===== src/rtl/dlc_skid_buf.sv =====
// ---------------------------------------------------------------------------
// dlc_skid_buf
//   Two-entry valid/ready register slice (skid buffer) for DL datapaths.
//   It breaks the combinational ready path between a producer and a
//   consumer, sustains one transfer per cycle, and absorbs one beat of
//   downstream backpressure in the skid register. out_valid, out_data and
//   in_ready all come straight from flops.
//
// Parameters
//   width  payload width in bits
//   rstv   value loaded into out_data (and the skid register) on reset
//
// Ports
//   clk        in   1      single clock, all state on rising edge
//   reset      in   1      synchronous, active-high reset
//   flush      in   1      synchronous discard of all held entries
//   in_valid   in   1      producer has data
//   in_ready   out  1      buffer can accept; transfer when in_valid&in_ready
//   in_data    in   width  producer payload
//   out_valid  out  1      out_data holds a valid entry
//   out_ready  in   1      consumer takes; transfer when out_valid&out_ready
//   out_data   out  width  head-of-buffer payload
//   occupancy  out  2      entries held: 0, 1 or 2
// ---------------------------------------------------------------------------
module dlc_skid_buf #(
  parameter int               width = 1,
  parameter logic [width-1:0] rstv  = '0
) (
  input  logic             clk,
  input  logic             reset,
  input  logic             flush,
  input  logic             in_valid,
  output logic             in_ready,
  input  logic [width-1:0] in_data,
  output logic             out_valid,
  input  logic             out_ready,
  output logic [width-1:0] out_data,
  output logic [1:0]       occupancy
);

  typedef enum logic [1:0] {
    EMPTY = 2'd0,
    ONE   = 2'd1,
    FULL  = 2'd2
  } state_t;

  state_t           state;
  state_t           next_state;
  logic [width-1:0] main_q;
  logic [width-1:0] skid_q;
  logic             valid_q;
  logic             ready_q;

  logic             in_acc;
  logic             out_acc;
  logic             load_main_in;
  logic             load_main_skid;
  logic             load_skid;

  // Handshakes use only the registered ready/valid, so no input ever
  // reaches an output combinationally.
  assign in_acc  = in_valid & ready_q;
  assign out_acc = valid_q & out_ready;

  // Next-state and data-register load selection. Flush overrides any
  // same-cycle handshake, so neither beat moves any data.
  always_comb begin
    next_state     = state;
    load_main_in   = 1'b0;
    load_main_skid = 1'b0;
    load_skid      = 1'b0;
    if (flush) begin
      next_state = EMPTY;
    end else begin
      unique case (state)
        EMPTY: begin
          if (in_acc) begin
            next_state   = ONE;
            load_main_in = 1'b1;
          end
        end
        ONE: begin
          if (in_acc && out_acc) begin
            next_state   = ONE;
            load_main_in = 1'b1;
          end else if (in_acc) begin
            next_state = FULL;
            load_skid  = 1'b1;
          end else if (out_acc) begin
            next_state = EMPTY;
          end
        end
        FULL: begin
          // in_ready is low here, so only the consumer side can move.
          if (out_acc) begin
            next_state     = ONE;
            load_main_skid = 1'b1;
          end
        end
        default: begin
          next_state = EMPTY;
        end
      endcase
    end
  end

  // State, registered handshake outputs and payload registers. in_ready is
  // held low during reset and only rises on the first edge after release.
  always_ff @(posedge clk) begin
    if (reset) begin
      state   <= EMPTY;
      valid_q <= 1'b0;
      ready_q <= 1'b0;
      main_q  <= rstv;
      skid_q  <= rstv;
    end else begin
      state   <= next_state;
      valid_q <= (next_state != EMPTY);
      ready_q <= (next_state != FULL);
      if (load_main_in) begin
        main_q <= in_data;
      end else if (load_main_skid) begin
        main_q <= skid_q;
      end
      if (load_skid) begin
        skid_q <= in_data;
      end
    end
  end

  // Occupancy is decoded from the state register, so it is glitch-free
  // and carries no input path.
  always_comb begin
    occupancy = 2'd0;
    unique case (state)
      EMPTY:   occupancy = 2'd0;
      ONE:     occupancy = 2'd1;
      FULL:    occupancy = 2'd2;
      default: occupancy = 2'd0;
    endcase
  end

  assign out_valid = valid_q;
  assign in_ready  = ready_q;
  assign out_data  = main_q;

endmodule

===== config.mk =====
export PLATFORM = sky130hd
export DESIGN_NAME = dlc_skid_buf
export DESIGN_NICKNAME = d
export VERILOG_FILES = /design/src/rtl/dlc_skid_buf.sv
export SDC_FILE = /design/constraint.sdc
export NUM_CORES = 1
export LEC_CHECK = 0
export CAP_MARGIN = 20
export CORE_AREA = 5 5 42 44
export CTS_CLUSTER_SIZE = 12
export DETAILED_ROUTE_END_ITERATION = 8
export DIE_AREA = 0 0 47 49
export GPL_TIMING_DRIVEN = 0
export MAX_ROUTING_LAYER = met4
export PLACE_DENSITY = 0.49
export RECOVER_POWER = 100
export SYNTH_ARGS = -nofsm -noshare
export SYNTH_HDL_FRONTEND = slang
export SYNTH_SLANG_ARGS = --single-unit
export TNS_END_PERCENT = 5

===== constraint.sdc =====
create_clock -name clk -period 3.1 [get_ports clk]
set_clock_uncertainty 0.1 [all_clocks]
set_input_delay 0.62 -clock clk [delete_from_list [all_inputs] [get_ports clk]]
set_output_delay 0.62 -clock clk [all_outputs]
set_load 0.03 [all_outputs]

==> flow_metrics.env <==
export IMPL_async_flop_share_pct=0
export IMPL_postCtsHoldBufs=0
export IMPL_hold_viol_final=0
export IMPL_synth_ff_type="dfxtp_1"
export IMPL_path_clk_slew_ps=50
export IMPL_worstMarginPinSlew_ps=637
export IMPL_core_area_um2=1400
export IMPL_cts_root_buf="clkbuf_4"
export IMPL_synth_top_family_by_area="compound AO/OA/AOI/OAI gates"
export IMPL_drv_cap=0
export IMPL_num_io_pins=11
export IMPL_cp_max_fo=9
export IMPL_yosys_top_cells_count="6 x dfxtp_1, 2 x a21oi_1, 2 x inv_1"
export IMPL_synth_simple_area_share_pct=26.0
export IMPL_leakagePower_uw=0.000196
export IMPL_drt_iter0_drc=4
export IMPL_die_area_um2=2300
export IMPL_synth_compound_area_share_pct=34.0
export IMPL_num_nets_final=55
export IMPL_start_util_pct=23.7
export IMPL_synth_seq_area_share_pct=36.2
export IMPL_crit_chain="clkbuf_2 > and2b_2 > dlygate4sd3_1"
export IMPL_die_w_um=47
export IMPL_grt_overflow_total=0
export IMPL_fin_area_um2=463
export IMPL_dpl_cell_area_um2=452
export IMPL_vdd_drop_max_mv=0.175
export IMPL_grt_pass1_wl_um=1260
export IMPL_clk_latency_ps=240
export IMPL_port_buffers=10
export IMPL_synth_most_common_cell="dfxtp_1"
export IMPL_slew_violations=0
export IMPL_syn_area_per_cell_um2=9.75
export IMPL_diodes=0
export IMPL_cts_tree="built"
export IMPL_finalCriticalPeriod_ps=2370
export IMPL_drt_wl_total_um=775
export IMPL_synth_enable_flop_cells=0
export IMPL_ys_seq_elements=6
export IMPL_wl_per_cell_um=12.3
export IMPL_rsz0062_at_grt="no"
export IMPL_fin_crit_sh_pct=76.5
export IMPL_met3_usage_pct=2.21
export IMPL_cts_setup_buffers=0
export IMPL_final_util_pct=33.0
export IMPL_synthTopCellsByArea="dfxtp_1 36%, a21boi_4 5.7%, and4bb_2 3.8%"
export IMPL_area_delta_synth_final_pct=39.6
export IMPL_syn_nets=40
export IMPL_cts_htree_levels=1
export IMPL_p_per_area_nw_per_um2=396
export IMPL_antenna_found_initial=0
export IMPL_drcViolationCount=0
export IMPL_fillers=155
export IMPL_path_class="flip-flop to output port"
export IMPL_status="complete, no violations"
export IMPL_syn_instance_count=34
export IMPL_clockBufferDepth=2
export IMPL_drive_above_1_share_pct=19.1
export IMPL_synthAdderAreaFrac_pct=0
export IMPL_slowest_delay_ps=730
export IMPL_crit_path_end_kind="output port"
export IMPL_busiest_layer="met2"
export IMPL_power_uw=183
export IMPL_max_freq_mhz=422
export IMPL_cts_resized=0
export IMPL_antenna_left=0
export IMPL_required_ps=2380
export IMPL_cp_arrival_ps=1650
export IMPL_grt_pass1_vias=297
export IMPL_gp_congestion=0.816
export IMPL_yosys_warnings=0
export IMPL_synth_top_cell_area_share_pct=36.2
export IMPL_setup_tns_ps=0
export IMPL_syn_cell_area_um2=332
export IMPL_gr_usage_met2_pct=10.9
export IMPL_cp_start_kind="flip-flop"
export IMPL_maxSlewHeadroom_pct=57.2
export IMPL_viasPerCell=5.06
export IMPL_track_usage_pct=7.66
export IMPL_placementRows=14
export IMPL_clock_sinks=6
export IMPL_grt_max_degree=10
export IMPL_dp_hpwl_um=605
export IMPL_synth_xor_area_share_pct=0
export IMPL_cpMaxStageDelayCell="dlygate4sd3_1"
export IMPL_die_y_um=49
export IMPL_dr_total_vias=319
export IMPL_yosysTopAreaCell="dfxtp_1"
export IMPL_dr_pass1_iters=4
export IMPL_synthMuxAreaShare_pct=0
export IMPL_met1_usage_pct=8.83
export IMPL_setup_viol=0
export IMPL_yosysUniqueCellTypes=27
export IMPL_hp_class="flip-flop to flip-flop"
export IMPL_cts_made_buffers=3
==> flip-flops by register name, indices dropped and copies added (netlist names) <==
name       flops
state          2
out_data       1
out_valid      1
skid_q         1
in_ready       1
==> final timing paths <==
| kind | start | end | slack [ps] | cells past startpoint |
|---|---|---|---|---|
| worst max-delay path | state[1] | occupancy[1] | 730 | 3 |
| worst min-delay path | state[0] | out_valid | 410 | 1 |
| worst max register to register | state[0] | out_data | 1460 | 3 |
| worst min register to register | state[0] | out_valid | 410 | 1 |
==> critical path: cells and delay by family (launching register included) <==
family,cells,cell delay (ps)
buffers and inverters,2,920
flip-flops,1,300
AND/OR/NAND/NOR,1,180
==> report_power, final <==
group / total (µW) / internal [µW] / switching [µW]
clock: 72.8 / 43.8 / 28.9
combinational: 28.0 / 13.8 / 14.2
sequential: 82.4 / 80.1 / 2.33
==> per-layer routing <==
layer | share of wire, % | vias up | wire, µm
met4 | 2.7 | 0 | 21
met1 | 45 | 147 | 345
met2 | 46 | 10 | 358
li1 | - | 158 | -
met3 | 6.5 | 4 | 50
met5 | 0 | - | 0
==> placed cells by master (no fill, tap or decap), drive strengths merged <==
master,netlist,final
a31oi,1,1
and2,1,1
dlygate4sd3,0,6
o311a,1,1
or3b,1,1
a311oi,1,1
inv,2,2
a21o,1,1
and2b,2,2
a21oi,2,2
clkdlybuf4s50,0,4
o21ai,1,1
nor2,1,1
o31a,1,1
nand2b,1,1
and4bb,1,1
dfxtp,6,6
nor2b,1,1
clkbuf,1,4
a311o,1,1
nor4,1,1
nand2,1,1
a21boi,2,2
nand4b,1,1
nor3,1,1
a41o,1,1
o2bb2ai,1,1
==> final cells by class <==
type / count / area (µm²) / area share, %
Tap cell: 16 / 20.0 / 4.32
Inverter: 2 / 7.51 / 1.62
Clock buffer: 3 / 22.5 / 4.86
Sequential cell: 6 / 120 / 25.9
Buffer: 1 / 5.00 / 1.08
Multi-Input combinational cell: 25 / 188 / 40.5
Timing Repair Buffer: 10 / 100 / 21.6
==> kinds of logic after synthesis <==
logic type | count (synthesis)
and+or+nand+nor | 12
buffers and inverters | 3
DFF | 6
AOI/OAI and AO/OA | 13
==> per-stage QoR <==
stage	hold WS (ps)	cells	worst slack, ps
3_5_place_dp	403	60	956
5_1_grt	449	63	657
4_1_cts	409	63	788
6_report	406	63	728
2_1_floorplan	357	34	1580
3_3_place_gp	389	60	989
Power figures use the tool's default switching activity.
